===== src/rtl/datapath_pkg.sv =====
// Shared definitions for the 16-bit datapath: default word width and the
// register-bank clear FSM state encoding.
package datapath_pkg;

  localparam int DATA_W = 16;

  typedef enum logic [0:0] {
    S_IDLE  = 1'b0,
    S_CLEAR = 1'b1
  } clr_state_e;

endpackage


===== src/rtl/reg_bank_clr_fsm.sv =====
// Bulk-clear sequencer for reg_bank: walks a pointer over every entry once per
// request and reports progress through clr_busy / clr_done.
module reg_bank_clr_fsm
  import datapath_pkg::*;
#(
  parameter int DEPTH = 8,
  localparam int ADDR_W = $clog2(DEPTH)
) (
  input  logic              clk,
  input  logic              rst_n,
  input  logic              clr_req,
  output logic              clr_busy,
  output logic              clr_done,
  output logic              clr_en,
  output logic [ADDR_W-1:0] clr_addr
);

  localparam logic [ADDR_W-1:0] LAST_PTR = ADDR_W'(DEPTH - 1);

  clr_state_e        state_r, state_nx_s;
  logic [ADDR_W-1:0] ptr_r, ptr_nx_s;
  logic              busy_r, busy_nx_s;
  logic              done_r, done_nx_s;

  // State, pointer and handshake flags
  always_ff @(posedge clk or negedge rst_n) begin
    if (!rst_n) begin
      state_r <= S_IDLE;
      ptr_r   <= '0;
      busy_r  <= 1'b0;
      done_r  <= 1'b0;
    end else begin
      state_r <= state_nx_s;
      ptr_r   <= ptr_nx_s;
      busy_r  <= busy_nx_s;
      done_r  <= done_nx_s;
    end
  end

  // Next-state logic; clr_req is only looked at in IDLE, so requests during a
  // sequence are ignored and a held request restarts after completion.
  always_comb begin
    state_nx_s = state_r;
    ptr_nx_s   = ptr_r;
    busy_nx_s  = busy_r;
    done_nx_s  = 1'b0;
    case (state_r)
      S_IDLE: begin
        if (clr_req) begin
          state_nx_s = S_CLEAR;
          ptr_nx_s   = '0;
          busy_nx_s  = 1'b1;
        end else begin
          state_nx_s = S_IDLE;
          busy_nx_s  = 1'b0;
        end
      end
      S_CLEAR: begin
        if (ptr_r == LAST_PTR) begin
          state_nx_s = S_IDLE;
          ptr_nx_s   = '0;
          busy_nx_s  = 1'b0;
          done_nx_s  = 1'b1;
        end else begin
          ptr_nx_s  = ptr_r + ADDR_W'(1);
          busy_nx_s = 1'b1;
        end
      end
      default: begin
        state_nx_s = S_IDLE;
        ptr_nx_s   = '0;
        busy_nx_s  = 1'b0;
      end
    endcase
  end

  assign clr_busy = busy_r;
  assign clr_done = done_r;
  assign clr_en   = (state_r == S_CLEAR);
  assign clr_addr = ptr_r;

endmodule


===== src/rtl/reg_bank.sv =====
// General-purpose register store: DEPTH x WIDTH entries, one write port,
// two registered write-first read ports and a sequential bulk clear.
module reg_bank
  import datapath_pkg::*;
#(
  parameter int WIDTH = DATA_W,
  parameter int DEPTH = 8,
  localparam int ADDR_W = $clog2(DEPTH)
) (
  input  logic              clk,
  input  logic              rst_n,
  input  logic              wr_en,
  input  logic [ADDR_W-1:0] wr_addr,
  input  logic [WIDTH-1:0]  wr_data,
  input  logic [ADDR_W-1:0] rd_addr_a,
  output logic [WIDTH-1:0]  rd_data_a,
  input  logic [ADDR_W-1:0] rd_addr_b,
  output logic [WIDTH-1:0]  rd_data_b,
  input  logic              clr_req,
  output logic              clr_busy,
  output logic              clr_done
);

  localparam logic [ADDR_W:0] DEPTH_C = (ADDR_W + 1)'(DEPTH);

  function automatic logic in_range(input logic [ADDR_W-1:0] addr);
    return ({1'b0, addr} < DEPTH_C);
  endfunction

  logic [WIDTH-1:0]  mem_r [DEPTH];
  logic              clr_en_s;
  logic [ADDR_W-1:0] clr_addr_s;
  logic              wr_acc_s;
  logic [ADDR_W-1:0] rd_addr_s [2];
  logic [WIDTH-1:0]  rd_nx_s [2];
  logic [WIDTH-1:0]  rd_q_r [2];

  reg_bank_clr_fsm #(.DEPTH(DEPTH)) u_clr_fsm (
    .clk      (clk),
    .rst_n    (rst_n),
    .clr_req  (clr_req),
    .clr_busy (clr_busy),
    .clr_done (clr_done),
    .clr_en   (clr_en_s),
    .clr_addr (clr_addr_s)
  );

  // Writes are only accepted while idle and in range
  assign wr_acc_s     = wr_en & ~clr_en_s & in_range(wr_addr);
  assign rd_addr_s[0] = rd_addr_a;
  assign rd_addr_s[1] = rd_addr_b;

  // Storage array; the clear engine has priority (writes are blocked then anyway)
  always_ff @(posedge clk or negedge rst_n) begin
    if (!rst_n) begin
      for (int i = 0; i < DEPTH; i++) begin
        mem_r[i] <= '0;
      end
    end else if (clr_en_s) begin
      mem_r[clr_addr_s] <= '0;
    end else if (wr_acc_s) begin
      mem_r[wr_addr] <= wr_data;
    end
  end

  // Read muxes with clear and write bypass so a same-edge update is visible
  always_comb begin
    for (int p = 0; p < 2; p++) begin
      rd_nx_s[p] = '0;
      if (clr_en_s && (clr_addr_s == rd_addr_s[p])) begin
        rd_nx_s[p] = '0;
      end else if (wr_acc_s && (wr_addr == rd_addr_s[p])) begin
        rd_nx_s[p] = wr_data;
      end else if (in_range(rd_addr_s[p])) begin
        rd_nx_s[p] = mem_r[rd_addr_s[p]];
      end else begin
        rd_nx_s[p] = '0;
      end
    end
  end

  // Read data registers
  always_ff @(posedge clk or negedge rst_n) begin
    if (!rst_n) begin
      rd_q_r[0] <= '0;
      rd_q_r[1] <= '0;
    end else begin
      rd_q_r[0] <= rd_nx_s[0];
      rd_q_r[1] <= rd_nx_s[1];
    end
  end

  assign rd_data_a = rd_q_r[0];
  assign rd_data_b = rd_q_r[1];

endmodule


===== config.mk =====
export PLATFORM = sky130hd
export DESIGN_NAME = reg_bank
export DESIGN_NICKNAME = d
export VERILOG_FILES = /design/src/rtl/datapath_pkg.sv /design/src/rtl/reg_bank_clr_fsm.sv /design/src/rtl/reg_bank.sv
export SDC_FILE = /design/constraint.sdc
export NUM_CORES = 1
export LEC_CHECK = 0
export ABC_AREA = 1
export CAP_MARGIN = 10
export CELL_PAD_IN_SITES_DETAIL_PLACEMENT = 1
export CELL_PAD_IN_SITES_GLOBAL_PLACEMENT = 1
export CORE_ASPECT_RATIO = 1.25
export CORE_MARGIN = 1
export CORE_UTILIZATION = 39
export DETAILED_ROUTE_END_ITERATION = 12
export PLACE_DENSITY_LB_ADDON = 0.1
export SYNTH_ARGS = -nofsm -noshare
export SYNTH_HDL_FRONTEND = slang
export SYNTH_SLANG_ARGS = --single-unit

===== constraint.sdc =====
create_clock -name clk -period 1.25 [get_ports clk]
set_input_delay 0.1875 -clock clk [delete_from_list [all_inputs] [get_ports clk]]
set_output_delay 0.1875 -clock clk [all_outputs]
set_load 0.005 [all_outputs]

==> results.yml <==
routing:
  drc_errors: 8
  firstDrtPassIters: 9
  vias_per_cell: 6.21
  wl_per_cell_um: 28.2
  vias: 10500
  drtIter0Drc: 1049
  routed_wl_um: 47700
  ant_nets: 0
global_routing:
  grt_max_degree: 45
  grt_pass1_vias: 10200
  track_usage: 0.337
  grt.overflow.total: 0
  grt_pass1_wl_um: 59700
  antenna_found_initial: 0
clocking:
  clkTransAtPathRegs_ps: 60
  clock_sinks: 165
  clockRootBuffer: "clkbuf_16"
  cts_made_buffers: 17
  cts_tree: "built"
  htreeDepth: 4
  ctsLongestPathBuffers: 2
  insertion_delay_ps: 440
logic_synthesis:
  ys_seq_elements: 165
  avgSynthCellArea_um2: 7.29
  ys_top_cells_by_area: "dfrtp_1 (46%), nand3_1 (19%), nand2_1 (15%), o21ai_0 (7.1%), nor2_1 (2.8%)"
  synth_top_area_share: 0.456
  yosysSeqAreaShare: 0.456
  syn_nets: 1274
  ys_types: 26
  syn_inst: 1243
  syn_area_mm2: 0.00906
  yosysTopAreaCell: "dfrtp_1"
  yosysWarnings: 0
finish:
  synthToLayoutAreaGrowth_pct: 48.6
  final_nets: 1423
  drive_gt1_frac: 0.325
  design_area_mm2: 0.0135
  utilization: 0.588
  insertedDiodeCount: 0
floorplan:
  die_area_mm2: 0.0238
  die_w_um: 138
  die_h_um: 172
  io_pins: 63
  core_mm2: 0.0229
  rows: 62
  initial_utilization: 0.396
timing:
  hold_viol_final: 0
  slew_headroom: 0.594
  setup_tns_ps: -43950
  skew_ps: 11.3
  rsz0062_at_grt: "true"
  finalCritPeriodShare: 1.30
  worst_pin_slew_ps: 608
  fmax_mhz: 614
  worst_slack_ps: -380
  finalSetupViolations: 161
  fin_crit_ps: 1630
  slew_viol_final: 0
critical_path:
  cp.required_ps: 1600
  startpoint_type: "register"
  cp_num_buf_inv: 3
  crit_family: "simple AND/OR/NAND/NOR gates"
  critPathKind: "register to register"
  cp-end-kind: "register"
  cp_slowest_cell: "dfrtp_2"
  cpPeakStageDelay_ps: 410
  critPathArrivalTime_ps: 1980
  crit_fanout: 6
  crit_path_cell_trace: "buf_6 -> nor2_4 -> nand2_2 -> nor2_4 -> nand2_4 -> clkinv_8 -> buf_12 -> nor2_1 -> nor2_1"
power:
  cellLeakagePower_nw: 6.03
  p_per_area_mw_per_mm2: 1730
  max-vdd-ir-drop_v: 0.00275
placed_design:
  pre_cts_slack_ps: -559
  place_hpwl_um: 25400
  placed_area_mm2: 0.0114
  port_buffers: 62
  gp_congestion: 0.925
run_status:
  status: "finished with violations"
  violations: "design-rule violations, negative setup slack"
run:
  drv_cap: 0
min_path:
  hold_class: "input port to async pin"
[Yosys cell counts]
| library cell | count |
|---|---|
| buf_8 | 1 |
| nand2_4 | 1 |
| a21oi_1 | 2 |
| clkinv_2 | 2 |
| clkbuf_1 | 30 |
| o21ai_1 | 8 |
| nand2_2 | 5 |
| inv_2 | 7 |
| nand4_1 | 3 |
| nor2_2 | 20 |
| ha_1 | 2 |
| buf_2 | 47 |
| nand3_2 | 1 |
| nor2_1 | 67 |
| buf_4 | 7 |
| nand3_1 | 345 |
| dfrtp_1 | 165 |
| nor3_4 | 1 |
| inv_1 | 29 |
| o22ai_1 | 1 |
| buf_1 | 5 |
| buf_6 | 1 |
| o21ai_0 | 129 |
| nor2_4 | 5 |
| nor2_8 | 1 |
| nand2_1 | 358 |
[cell usage in the layout (no fill, tap or decap), types with 4 or more instances in the layout]
master           synthesis  layout
nand2_2                  5      13
clkbuf_2                 0       4
buf_6                    1      24
buf_4                    7      67
o21ai_2                  0      36
nor2_4                   5      13
clkinvlp_4               0       4
clkdlybuf4s50_1          0      24
o21ai_0                129      21
nand2_4                  1       7
nor2_2                  20      36
clkbuf_16                0      34
o21ai_1                  8      80
nor2_1                  67      43
buf_12                   0      49
inv_1                   29      25
nand3_2                  1     111
nand2_1                358     343
inv_2                    7      11
nand3_1                345     220
nand3_4                  0      15
buf_2                   47       8
clkdlybuf4s15_1          0      25
dfrtp_1                165     161
dfrtp_2                  0       4
[final timing paths]
| path | end | start | cells past startpoint | slack, ps |
|---|---|---|---|---|
| min in group clk | u_clr_fsm.clr_busy$_DFF_PN0_ | clr_req | 3 | 410 |
| worst max register to register | rd_data_a[3]$_DFF_PN0_ | u_clr_fsm.clr_busy$_DFF_PN0_ | 9 | -380 |
| worst max-delay path | rd_data_a[3]$_DFF_PN0_ | u_clr_fsm.clr_busy$_DFF_PN0_ | 9 | -380 |
| worst min-delay path | mem_r[66]$_DFFE_PN0P_ | rst_n | 2 | 220 |
| worst min register to register | mem_r[100]$_DFFE_PN0P_ | mem_r[100]$_DFFE_PN0P_ | 2 | 540 |
| max in group asynchronous | mem_r[98]$_DFFE_PN0P_ | rst_n | 3 | 440 |
[power by group]
group / total [mW] / internal (mW) / switching (mW)
combinational: 9.37 / 3.90 / 5.47
clock: 5.65 / 3.22 / 2.43
sequential: 8.29 / 6.82 / 1.47
[per-layer routing]
metal / global-route usage / vias up / wire length [um]
met3: 0.0551 / 216 / 3760
li1: - / 4455 / -
met5: 0 / - / 0
met1: 0.415 / 5259 / 18000
met2: 0.590 / 573 / 22500
met4: 0.137 / 0 / 3460
[cells by family after synthesis]
kind of cell,Yosys count,share of synthesized area
AO/OA/AOI/OAI,140,0.0775
adder cells (fa/ha/maj),2,0.00276
buffers and inverters,129,0.0652
flip-flops,165,0.456
AND/OR/NAND/NOR,807,0.399
[repair_timing]
item | CTS | global route
hold buffers | 1 | 0
setup endpoints to repair | 199 | 179
cloned | 0 | 23
pin swaps | 15 | 20
gates resized for setup | 111 | 234
hold endpoints to repair | 109 | 0
buffers inserted | 4 | 9
[flip-flops by register name, summed over array words and instances, names as in the netlist]
| name | count |
|---|---|
| u_clr_fsm.clr_busy | 1 |
| u_clr_fsm.clr_addr | 3 |
| mem_r | 128 |
| rd_data_a | 16 |
| u_clr_fsm.clr_done | 1 |
| rd_data_b | 16 |
[area by class of cell]
class	count	area, um^2
clock buffers	18	439
clock inverters	13	171
fillers	2621	9430
inverters	38	160
multi-input cells	949	5420
flip-flops and latches	165	4130
well taps	288	360
repair buffers	221	2770
[through the flow]
step	hold WS, ps	cells	total power [mW]
after floorplan	-108	1243	11.9
after global placement	105	1625	15.7
after detailed placement	105	1625	16.0
after CTS	218	1661	21.6
after global routing	237	1692	24.3
final	215	1692	23.3
No activity file was read; power rests on OpenSTA's default activity.
==> variant (same flow settings) <==
`DEPTH` is set to 8 in 2 places; all go to 4.
--- a/src/rtl/reg_bank_clr_fsm.sv
+++ b/src/rtl/reg_bank_clr_fsm.sv
@@ -3,7 +3,7 @@
 module reg_bank_clr_fsm
   import datapath_pkg::*;
 #(
-  parameter int DEPTH = 8,
+  parameter int DEPTH = 4,
   localparam int ADDR_W = $clog2(DEPTH)
 ) (
   input  logic              clk,
--- a/src/rtl/reg_bank.sv
+++ b/src/rtl/reg_bank.sv
@@ -4,7 +4,7 @@
   import datapath_pkg::*;
 #(
   parameter int WIDTH = DATA_W,
-  parameter int DEPTH = 8,
+  parameter int DEPTH = 4,
   localparam int ADDR_W = $clog2(DEPTH)
 ) (
   input  logic              clk,
Ports: changed (resized rd_addr_a, rd_addr_b and wr_addr); port bits go from 63 to 60. No check against the original RTL was run, so the function may have changed too.
==> variant against the unedited design <==
The flow finishes with violations (setup timing). Combinational power is 21% lower. Cell area is 41% lower. Via count is 45% lower. Routed wire length is 52% lower. Sequential share of layout area is 0.98 points higher. Fmax is 15% higher. Area after synthesis is 39% lower. Sequential cell count is 65 lower. Utilization is 1.6 points lower. Final cell count is 40% lower. Setup slack better by 210 ps. Non-clock buffer count is 82 lower. Power is 35% lower. Critical path type unchanged.
==> variant: results (changes against the unedited design) <==
timing:
  final.setup.worst_slack_ps: -166.1  # +213.7 ps
  timing.max_slew.rel_slack_pct: 74.50  # +15 points
  final.setup_skew_ps: 8.808  # -2.523 ps
  setup_viol: 98  # -39%
placement:
  dp_hpwl_um: 13440  # -47%
  placedCellCount: 976  # -40%
  weighted_congestion_at_the_end_of_routability_driven_global_placement: 0.8253  # -11%
layout:
  fin_nets: 859  # -40%
  multi_input_combinational: 487  # -49%
  fraction_of_area_in_multi_input_gates_pct: 37.82  # -2.5 points
  layout.buffer.nonclock.area_share_pct: 19.25  # -1.3 points
run_status:
  run_status: "finished, violations left"
  failed_checks: "setup timing"
drt:
  met3_length_um: 1152  # -69%
  first_pass_iters: 7  # -2
  detail_route.wirelength_um: 22680  # -52%
clock_network:
  clk-insertion-delay-late_ps: 360  # -80 ps
  cts_sinks: 100  # -39%
  clock_tree.htree_level_count: 3  # -1
power:
  share_clk_of_total_power_pct: 19.4  # -4.8 points
  peakVddDrop_uv: 1114  # -60%
worst_setup_path:
  critical_path_at_ps: 1690  # -290 ps
  regToRegEndpoint: "mem_r[30]"
global_routing:
  global_route.usage.total_pct: 30.37  # -3.3 points
  grt_max_degree: 31  # -31%
  grt_util_met1_pct: 37.22  # -4.3 points
synth:
  share_of_the_synthesized_area_in_compound_gates_ao_oa_aoi_oai_pct: 8.836  # +1.1 points
## variant: cell count changes after synthesis, moves of 4 or more
cell and delta:
sky130_fd_sc_hd__inv_1 +54, sky130_fd_sc_hd__o21ai_0 -119, sky130_fd_sc_hd__nand3_1 -279, sky130_fd_sc_hd__nor2_1 -29, sky130_fd_sc_hd__nand4_1 +29, sky130_fd_sc_hd__dfrtp_1 -65, sky130_fd_sc_hd__nor2_2 +12, sky130_fd_sc_hd__clkbuf_1 -20
sky130_fd_sc_hd__a21oi_1 +16, sky130_fd_sc_hd__nand3_4 +4, sky130_fd_sc_hd__nand2_1 -151, sky130_fd_sc_hd__o22ai_1 +47, sky130_fd_sc_hd__buf_2 -32
## variant: repair_timing
action | 4_1_cts | 5_1_grt
buffers inserted | 5 | 6
resized for setup | 89 | 83
hold endpoints to repair | 15 | 0
cloned | 2 | 5
pin swaps | 6 | 16
hold buffers | 1 | 0
setup endpoints to repair | 130 | 99
